`src/rtl/accel_axis_filter_pkg.sv`:
```
// accel_pkg: shared types and helpers for the accelerometer moving-average filter.
//   - state_e   : filter sequencer states (IDLE, ACCUM, PUBLISH)
//   - AXIS_X/Y/Z: axis index constants for the default 3-axis build
//   - sum_width : width of a per-axis running sum (sample width + averaging log2)
package accel_pkg;

  typedef enum logic [1:0] {
    IDLE    = 2'd0,
    ACCUM   = 2'd1,
    PUBLISH = 2'd2
  } state_e;

  localparam int AXIS_X = 0;
  localparam int AXIS_Y = 1;
  localparam int AXIS_Z = 2;

  // A sum of 2^avg_log2 samples of data_w bits needs avg_log2 guard bits.
  function automatic int sum_width(input int data_w, input int avg_log2);
    return data_w + avg_log2;
  endfunction

endpackage

```
`src/rtl/accel_axis_filter_if.sv`:
```
// accel_axis_filter_if: sample-in / average-out bus of the accelerometer filter.
//   slave  : seen by the filter (takes samples, drives results)
//   master : seen by the sample source / result consumer
// Signals:
//   sample_valid, sample_data  - one-cycle sample strobe and packed samples
//   in_ready                   - filter idle, can take a sample
//   out_valid                  - one-cycle strobe, results updated
//   avg_data, abs_data         - packed per-axis average and its magnitude
//   neg, over                  - per-axis sign and threshold flags
//   filled                     - averaging window fully populated
//   overrun_cnt                - saturating count of dropped samples
interface accel_axis_filter_if #(
  parameter int DATA_W = 16,
  parameter int N_AXES = 3
);
  logic                       sample_valid;
  logic [N_AXES*DATA_W-1:0]   sample_data;
  logic                       in_ready;
  logic                       out_valid;
  logic [N_AXES*DATA_W-1:0]   avg_data;
  logic [N_AXES*DATA_W-1:0]   abs_data;
  logic [N_AXES-1:0]          neg;
  logic [N_AXES-1:0]          over;
  logic                       filled;
  logic [7:0]                 overrun_cnt;

  modport slave (
    input  sample_valid, sample_data,
    output in_ready, out_valid, avg_data, abs_data, neg, over, filled, overrun_cnt
  );

  modport master (
    output sample_valid, sample_data,
    input  in_ready, out_valid, avg_data, abs_data, neg, over, filled, overrun_cnt
  );
endinterface

```
`src/rtl/accel_axis_filter_ram.sv`:
```
// accel_sample_ram: history buffer for the moving average, DEPTH x DATA_W.
// One shared address for read and write; the read is combinational, so in
// the cycle of a write it returns the entry being replaced (old data).
// The whole array clears on reset so the average ramps up from zero.
// Ports:
//   clk, rst  - clock, synchronous active-high reset
//   we_i      - write enable
//   addr_i    - entry address ({axis, ptr})
//   wdata_i   - new sample
//   rdata_o   - current (pre-write) content of addr_i
module accel_sample_ram #(
  parameter int DATA_W = 16,
  parameter int DEPTH  = 24,
  parameter int AW     = 5
) (
  input  logic              clk,
  input  logic              rst,
  input  logic              we_i,
  input  logic [AW-1:0]     addr_i,
  input  logic [DATA_W-1:0] wdata_i,
  output logic [DATA_W-1:0] rdata_o
);

  logic [DATA_W-1:0] mem_q [DEPTH];

  always_ff @(posedge clk) begin
    if (rst) begin
      for (int i = 0; i < DEPTH; i++) mem_q[i] <= '0;
    end else if (we_i) begin
      mem_q[addr_i] <= wdata_i;
    end
  end

  assign rdata_o = mem_q[addr_i];

endmodule

```
`src/rtl/accel_axis_filter.sv`:
```
// accel_axis_filter: per-axis moving average over 2^AVG_LOG2 samples.
// A sample is captured in IDLE, each axis is folded into its running sum in
// one ACCUM cycle (sum += new - oldest), then PUBLISH presents average,
// magnitude, sign and threshold flags with a one-cycle out_valid.
// Ports:
//   clk  - clock
//   rst  - synchronous active-high reset
//   bus  - accel_axis_filter_if.slave (sample in, results out)
// Build option: ACCEL_FILT_HYST_EN adds a hysteresis band of HYST below
// THRESH to the over flags; without it over is a plain abs > THRESH.
module accel_axis_filter
  import accel_pkg::*;
#(
  parameter int          DATA_W   = 16,
  parameter int          N_AXES   = 3,
  parameter int          AVG_LOG2 = 3,
  parameter int unsigned THRESH   = 32'h1000,
  parameter int unsigned HYST     = 32'h0100
) (
  input  logic               clk,
  input  logic               rst,
  accel_axis_filter_if.slave bus
);

  localparam int D     = 1 << AVG_LOG2;
  localparam int SUM_W = sum_width(DATA_W, AVG_LOG2);
  localparam int KW    = (N_AXES > 1) ? $clog2(N_AXES) : 1;
  localparam int FW    = AVG_LOG2 + 1;
  localparam int DEPTH = N_AXES * D;
  localparam int AW    = $clog2(DEPTH);

  localparam logic [DATA_W-1:0] TH      = DATA_W'(THRESH);
  localparam logic [DATA_W-1:0] TH_LO   = DATA_W'(THRESH - HYST);
  localparam logic [DATA_W-1:0] AVG_MIN = {1'b1, {(DATA_W-1){1'b0}}};
  localparam logic [DATA_W-1:0] AVG_MAX = {1'b0, {(DATA_W-1){1'b1}}};

`ifdef ACCEL_FILT_HYST_EN
  localparam bit HYST_ON = 1'b1;
`else
  localparam bit HYST_ON = 1'b0;
`endif

  // sequencer state
  state_e                         state_q;
  logic [KW-1:0]                  k_q;
  logic [AVG_LOG2-1:0]            ptr_q;
  logic [FW-1:0]                  fill_q;
  logic [N_AXES-1:0][DATA_W-1:0]  cap_q;
  logic [SUM_W-1:0]               sum_q [N_AXES];
  logic [SUM_W-1:0]               sum_d [N_AXES];

  // registered outputs
  logic                           in_ready_q;
  logic                           out_valid_q;
  logic [N_AXES-1:0][DATA_W-1:0]  avg_q, avg_d;
  logic [N_AXES-1:0][DATA_W-1:0]  abs_q, abs_d;
  logic [N_AXES-1:0]              neg_q, neg_d;
  logic [N_AXES-1:0]              over_q, over_d;
  logic                           filled_q;
  logic [7:0]                     ovr_q;

  // history buffer
  logic              ram_we;
  logic [AW-1:0]     ram_addr;
  logic [DATA_W-1:0] ram_wdata, ram_rdata;

  assign ram_we    = (state_q == ACCUM);
  assign ram_addr  = AW'({k_q, ptr_q});
  assign ram_wdata = cap_q[k_q];

  accel_sample_ram #(
    .DATA_W (DATA_W),
    .DEPTH  (DEPTH),
    .AW     (AW)
  ) u_ram (
    .clk     (clk),
    .rst     (rst),
    .we_i    (ram_we),
    .addr_i  (ram_addr),
    .wdata_i (ram_wdata),
    .rdata_o (ram_rdata)
  );

  function automatic logic [SUM_W-1:0] sext(input logic [DATA_W-1:0] v);
    return {{AVG_LOG2{v[DATA_W-1]}}, v};
  endfunction

  // Running sum replaces the oldest sample with the newest; modular
  // arithmetic keeps it exact across any number of ptr wraps.
  always_comb begin
    for (int i = 0; i < N_AXES; i++) begin
      sum_d[i] = sum_q[i];
      if (ram_we && (k_q == KW'(i)))
        sum_d[i] = sum_q[i] + sext(ram_wdata) - sext(ram_rdata);
    end
  end

  // Per-axis result datapath, computed from the post-update sums so the
  // final ACCUM edge can load the output registers directly.
  for (genvar i = 0; i < N_AXES; i++) begin : g_lane
    logic [DATA_W-1:0]   avg;
    logic [AVG_LOG2-1:0] unused_frac;

    // Dropping the low bits of the two's-complement sum is an arithmetic
    // shift rounding toward minus infinity.
    assign avg         = sum_d[i][SUM_W-1:AVG_LOG2];
    assign unused_frac = sum_d[i][AVG_LOG2-1:0];

    assign avg_d[i] = avg;
    assign neg_d[i] = avg[DATA_W-1];
    // The most negative value has no positive twin; clamp to max.
    assign abs_d[i] = (avg == AVG_MIN) ? AVG_MAX :
                      (avg[DATA_W-1] ? -avg : avg);
    // Set above TH; with hysteresis a set flag holds until abs drops below TH_LO.
    assign over_d[i] = (abs_d[i] > TH) | (HYST_ON & over_q[i] & ~(abs_d[i] < TH_LO));
  end

  always_ff @(posedge clk) begin
    if (rst) begin
      state_q     <= IDLE;
      k_q         <= '0;
      ptr_q       <= '0;
      fill_q      <= '0;
      cap_q       <= '0;
      for (int i = 0; i < N_AXES; i++) sum_q[i] <= '0;
      in_ready_q  <= 1'b1;
      out_valid_q <= 1'b0;
      avg_q       <= '0;
      abs_q       <= '0;
      neg_q       <= '0;
      over_q      <= '0;
      filled_q    <= 1'b0;
      ovr_q       <= '0;
    end else begin
      out_valid_q <= 1'b0;
      for (int i = 0; i < N_AXES; i++) sum_q[i] <= sum_d[i];

      // Samples arriving while busy are dropped, never buffered.
      if (bus.sample_valid && !in_ready_q && (ovr_q != 8'hFF))
        ovr_q <= ovr_q + 8'd1;

      unique case (state_q)
        IDLE: begin
          if (bus.sample_valid) begin
            cap_q      <= bus.sample_data;
            k_q        <= '0;
            in_ready_q <= 1'b0;
            state_q    <= ACCUM;
          end
        end
        ACCUM: begin
          if (k_q == KW'(N_AXES - 1)) begin
            // Results are loaded on entry so they are valid throughout the
            // PUBLISH cycle alongside out_valid.
            state_q     <= PUBLISH;
            out_valid_q <= 1'b1;
            avg_q       <= avg_d;
            abs_q       <= abs_d;
            neg_q       <= neg_d;
            over_q      <= over_d;
            filled_q    <= filled_q | (fill_q == FW'(D - 1));
          end else begin
            k_q <= k_q + KW'(1);
          end
        end
        PUBLISH: begin
          ptr_q <= ptr_q + AVG_LOG2'(1);
          if (fill_q != FW'(D)) fill_q <= fill_q + FW'(1);
          in_ready_q <= 1'b1;
          state_q    <= IDLE;
        end
        default: state_q <= IDLE;
      endcase
    end
  end

  assign bus.in_ready    = in_ready_q;
  assign bus.out_valid   = out_valid_q;
  assign bus.avg_data    = avg_q;
  assign bus.abs_data    = abs_q;
  assign bus.neg         = neg_q;
  assign bus.over        = over_q;
  assign bus.filled      = filled_q;
  assign bus.overrun_cnt = ovr_q;

endmodule

```
`src/flat_wrapper.sv`:
```
// flat-port wrapper written by rule: the top's interface ports become plain ports
module accel_axis_filter_flat import accel_pkg::*;
#(
  parameter int          DATA_W   = 16,
  parameter int          N_AXES   = 3,
  parameter int          AVG_LOG2 = 3,
  parameter int unsigned THRESH   = 32'h1000,
  parameter int unsigned HYST     = 32'h0100
)
  (clk, rst, bus_sample_valid, bus_sample_data, bus_in_ready, bus_out_valid, bus_avg_data, bus_abs_data, bus_neg, bus_over, bus_filled, bus_overrun_cnt);
  accel_axis_filter_if #(.DATA_W(DATA_W), .N_AXES(N_AXES)) bus_i ();
  input  logic clk;
  input  logic rst;
  input wire logic [$bits(bus_i.sample_valid)-1:0] bus_sample_valid;
  input wire logic [$bits(bus_i.sample_data)-1:0] bus_sample_data;
  output wire logic [$bits(bus_i.in_ready)-1:0] bus_in_ready;
  output wire logic [$bits(bus_i.out_valid)-1:0] bus_out_valid;
  output wire logic [$bits(bus_i.avg_data)-1:0] bus_avg_data;
  output wire logic [$bits(bus_i.abs_data)-1:0] bus_abs_data;
  output wire logic [$bits(bus_i.neg)-1:0] bus_neg;
  output wire logic [$bits(bus_i.over)-1:0] bus_over;
  output wire logic [$bits(bus_i.filled)-1:0] bus_filled;
  output wire logic [$bits(bus_i.overrun_cnt)-1:0] bus_overrun_cnt;
  assign bus_i.sample_valid = bus_sample_valid;
  assign bus_i.sample_data = bus_sample_data;
  assign bus_in_ready = bus_i.in_ready;
  assign bus_out_valid = bus_i.out_valid;
  assign bus_avg_data = bus_i.avg_data;
  assign bus_abs_data = bus_i.abs_data;
  assign bus_neg = bus_i.neg;
  assign bus_over = bus_i.over;
  assign bus_filled = bus_i.filled;
  assign bus_overrun_cnt = bus_i.overrun_cnt;
  accel_axis_filter #(.DATA_W(DATA_W), .N_AXES(N_AXES), .AVG_LOG2(AVG_LOG2), .THRESH(THRESH), .HYST(HYST)) u_core (.clk(clk), .rst(rst), .bus(bus_i));
endmodule
```
`config.mk`:
```
export PLATFORM = sky130hd
export DESIGN_NAME = accel_axis_filter_flat
export DESIGN_NICKNAME = d
export VERILOG_FILES = /design/src/rtl/accel_axis_filter_pkg.sv /design/src/rtl/accel_axis_filter_if.sv /design/src/rtl/accel_axis_filter_ram.sv /design/src/rtl/accel_axis_filter.sv /design/src/flat_wrapper.sv
export SDC_FILE = /design/constraint.sdc
export NUM_CORES = 1
export LEC_CHECK = 0
export ABC_AREA = 0
export CELL_PAD_IN_SITES_DETAIL_PLACEMENT = 1
export CELL_PAD_IN_SITES_GLOBAL_PLACEMENT = 2
export CORE_ASPECT_RATIO = 1.75
export CORE_MARGIN = 4
export CORE_UTILIZATION = 45
export DETAILED_ROUTE_END_ITERATION = 10
export PLACE_DENSITY_LB_ADDON = 0.1
export SETUP_SLACK_MARGIN = 0.3
export SYNTH_ARGS = -nofsm -noshare
export SYNTH_HDL_FRONTEND = slang
export SYNTH_SLANG_ARGS = --single-unit
```
`constraint.sdc`:
```
create_clock -name clk -period 13.28 [get_ports clk]
set_input_delay 1.328 -clock clk [delete_from_list [all_inputs] [get_ports clk]]
set_output_delay 1.328 -clock clk [all_outputs]
set_load 0.01 [all_outputs]
```
==> results.cfg <==
[synth]
synth_area_per_cell_sq_um = 11.4
syn_inst = 3182
ys_seq_area_share_pct = 54.8
synth-async-reset-ratio_pct = 0
syn_nets = 3359
synth_edf_count = 512
syn_area_sq_mm = 0.0363
yosys.cell_types.count = 95
ys.flop_type = edfxtp_1
synth-seq-cells = 738
ys_warn_count = 0

[cells_and_area]
final_cell_mix = nor2_1, edfxtp_1, nand2_1
fin_util_pct = 51.7
nets = 3431
layout-drive-gt1-share_pct = 11.4
final_cells = 4353
synthToLayoutAreaGrowth_pct = 13.9
mostFrequentLayoutCell = nor2_1
final_area_sq_mm = 0.0413
num-fill-cells = 8450

[sta]
tightest_slew_ps = 1350
layout_min_cycle_time_ps = 8640
slew_headroom_pct = 9.69
finalSetupViolations = 0
grt_setup_unrepaired = no
timing.final.ws_setup_ps = 4640
clock_skew_ps = 23.6
maxSlewViolCount = 0
post-route-period-util_pct = 65.1
tns_ps = 0
finalHoldViolations = 0
fmax_mhz = 116

[run_status]
outcome = finished clean

[floorplan]
ios = 164
rows = 137
dieArea_sq_mm = 0.0855
die_x_microns = 223
core_area_sq_mm = 0.0799
start_util_pct = 45.4
die_y_microns = 384

[critical_path]
worstRegToRegCells = 20
cp-start-kind = flop
arrival_ps = 9120
path_max_fanout = 72
endpoint_kind = flop
reg2reg_slack_ps = 4640
rr_endpoint = u_core.bus.over[2]$_SDFFE_PP0P_
reg2reg_from = u_core.ptr_q[1]$_SDFFE_PP0P_
crit_end = u_core.bus.over[2]$_SDFFE_PP0P_
startpoint = u_core.ptr_q[1]$_SDFFE_PP0P_
worst_ep_required_time_ps = 13760
crit_type = flop to flop

[run]
max_cap_viol_count = 0

[pwr]
seqPwrFrac_pct = 41.9
leakage_nw = 14.5
powerDensity_mw_per_mm2 = 149
pwr-share-comb_pct = 24.7
clkPwrFrac_pct = 33.5
power_switching_w = 0.00194
switching_share_pct = 31.6
peakVddDrop_v = 0.000115
internal_power_w = 0.00420

[placement]
post-place-ws_ps = 4710
place_area_sq_mm = 0.0390
dp_hpwl_mm = 82.8
gp_congestion = 0.878
place.port_buffers = 163
place_inst = 4223

[global_route]
overflow = 0
antenna_found_initial = 4
grt_max_degree = 181
grt_pass1_wl_mm = 174
first_global_vias = 27563
track_usage_pct = 27.1

[route]
first_iter_violations = 1690
wl_mm = 116
dr.pass1.iters = 6
drc_errors = 0
num_vias = 25397
detail-route-antenna-nets = 0
viasPerCell = 5.83
routedWlPerCell_microns = 26.7

[hold_path]
hold_class = flop to flop

[cts]
cts_hold_buf = 0
numCtsBuffers = 71
clock-sinks = 738
clk_latency_ps = 650
post-cts-setup-buffer-count = 0
cts-root-buf = clkbuf_16
cts_resized = 0
path_clk_slew_ps = 70
htree_num_levels = 3
clk_path_buf_depth = 3
cts_tree = done
## power groups by stage
stage / clock network [W] / logic [W] / registers, W
2_1_floorplan: 0 / 0.00106 / 0.00260
3_3_place_gp: 0 / 0.00147 / 0.00262
3_5_place_dp: 0 / 0.00151 / 0.00262
4_1_cts: 0.00210 / 0.00152 / 0.00257
5_1_grt: 0.00218 / 0.00167 / 0.00258
6_report: 0.00205 / 0.00151 / 0.00257
## registers in the layout (all words and copies together), names as in the netlist, 2 cells and up
register / count
u_core.u_ram.mem_q: 512
u_core.sum_q: 57
u_core.bus.abs_data: 48
u_core.cap_q: 48
u_core.bus.avg_data: 45
u_core.bus.overrun_cnt: 8
u_core.fill_q: 4
u_core.bus.neg: 3
u_core.bus.over: 3
u_core.ptr_q: 3
u_core.k_q: 2
u_core.state_q: 2
## metrics by stage
| stage | hold WS (ps) | total power, W |
|---|---|---|
| 2_1_floorplan | 436 | 0.00366 |
| 3_3_place_gp | 443 | 0.00408 |
| 3_5_place_dp | 449 | 0.00413 |
| 4_1_cts | 458 | 0.00619 |
| 5_1_grt | 477 | 0.00643 |
| 6_report | 455 | 0.00614 |
## metal layers
metal / GRT usage [%] / up-vias / wire (microns)
met4: 15.5 / 0 / 7400
met3: 2.36 / 250 / 4030
met5: 0 / - / 0
li1: - / 11495 / -
met2: 52.4 / 678 / 64800
met1: 28.4 / 12974 / 40200
## worst min-delay path by stage
stage	slack [ps]	end	depth (start not counted)	start
floorplan	440	u_core.cap_q[0]$_SDFFE_PP0P_	2	u_core.cap_q[0]$_SDFFE_PP0P_
global placement	440	u_core.sum_q[0][0]$_SDFFE_PP0P_	2	u_core.sum_q[0][0]$_SDFFE_PP0P_
detailed placement	450	u_core.bus.abs_data[47]$_SDFFE_PP0P_	2	u_core.bus.abs_data[47]$_SDFFE_PP0P_
CTS	460	u_core.bus.abs_data[47]$_SDFFE_PP0P_	2	u_core.bus.abs_data[47]$_SDFFE_PP0P_
global route	480	u_core.bus.abs_data[40]$_SDFFE_PP0P_	2	u_core.bus.abs_data[40]$_SDFFE_PP0P_
finish	450	u_core.bus.avg_data[34]$_SDFFE_PP0P_	2	u_core.bus.avg_data[34]$_SDFFE_PP0P_
## final cells by class
cell class / instances / area (sq um) / share of cell area (%)
tap: 1042 / 1300 / 3.15
sequential: 738 / 19900 / 48.2
antenna: 5 / 12.5 / 0.0303
clock inverter: 37 / 375 / 0.908
timing repair buffer: 219 / 2070 / 5.00
inverter: 182 / 684 / 1.66
multi-input combinational: 2042 / 15100 / 36.5
clock buffer: 88 / 1910 / 4.63
## synthesized netlist by cell type (8+ instances only)
library cell / n / area, sq um
mux2i_1: 26 / 260
inv_1: 180 / 676
o21ai_0: 38 / 190
edfxtp_1: 512 / 15400
a21o_1: 11 / 82.6
nor4_1: 8 / 50.1
and2_1: 21 / 131
nor2_1: 633 / 2380
nand4_1: 28 / 175
a211o_1: 8 / 70.1
a211oi_1: 82 / 616
nor2b_1: 12 / 75.1
a21boi_0: 8 / 60.1
clkbuf_1: 170 / 638
xnor2_1: 35 / 307
nor3_1: 35 / 175
and3_1: 17 / 106
o21a_1: 26 / 195
o211ai_1: 17 / 128
nand2_1: 286 / 1070
mux4_2: 160 / 3600
nand2b_1: 32 / 200
fa_1: 54 / 1080
buf_1: 28 / 105
dfxtp_1: 226 / 4520
a21oi_1: 155 / 776
ha_1: 72 / 901
buf_2: 14 / 70.1
xor2_1: 39 / 342
a31oi_1: 29 / 181
nand3_1: 44 / 220
and4_1: 8 / 70.1
## logic make-up after synthesis
logic type	Yosys count	synth area share, %
adder cells (fa/ha/maj)	126	5.46
XOR/XNOR	74	1.79
multiplexers	187	10.7
AND/OR/NAND/NOR	1177	14.0
buffers and inverters	402	4.31
flip-flops	738	54.8
AO/OA/AOI/OAI	478	8.95
## critical path, stage by stage (launching register included)
cell       delay [ps]
dfxtp_4          1080
buf_4             850
mux4_2            420
mux4_2            550
nand2_1            90
and2_1            560
inv_1             420
fa_1              600
inv_1              50
ha_1              430
a21o_1            260
or3_1             310
o22ai_1           290
o21a_1            260
mux2i_1           300
and2_1            650
o21bai_1          200
a2111oi_0         460
and4_1            270
a41o_1            180
a311oi_1           90
(Power assumes the default switching activity.)
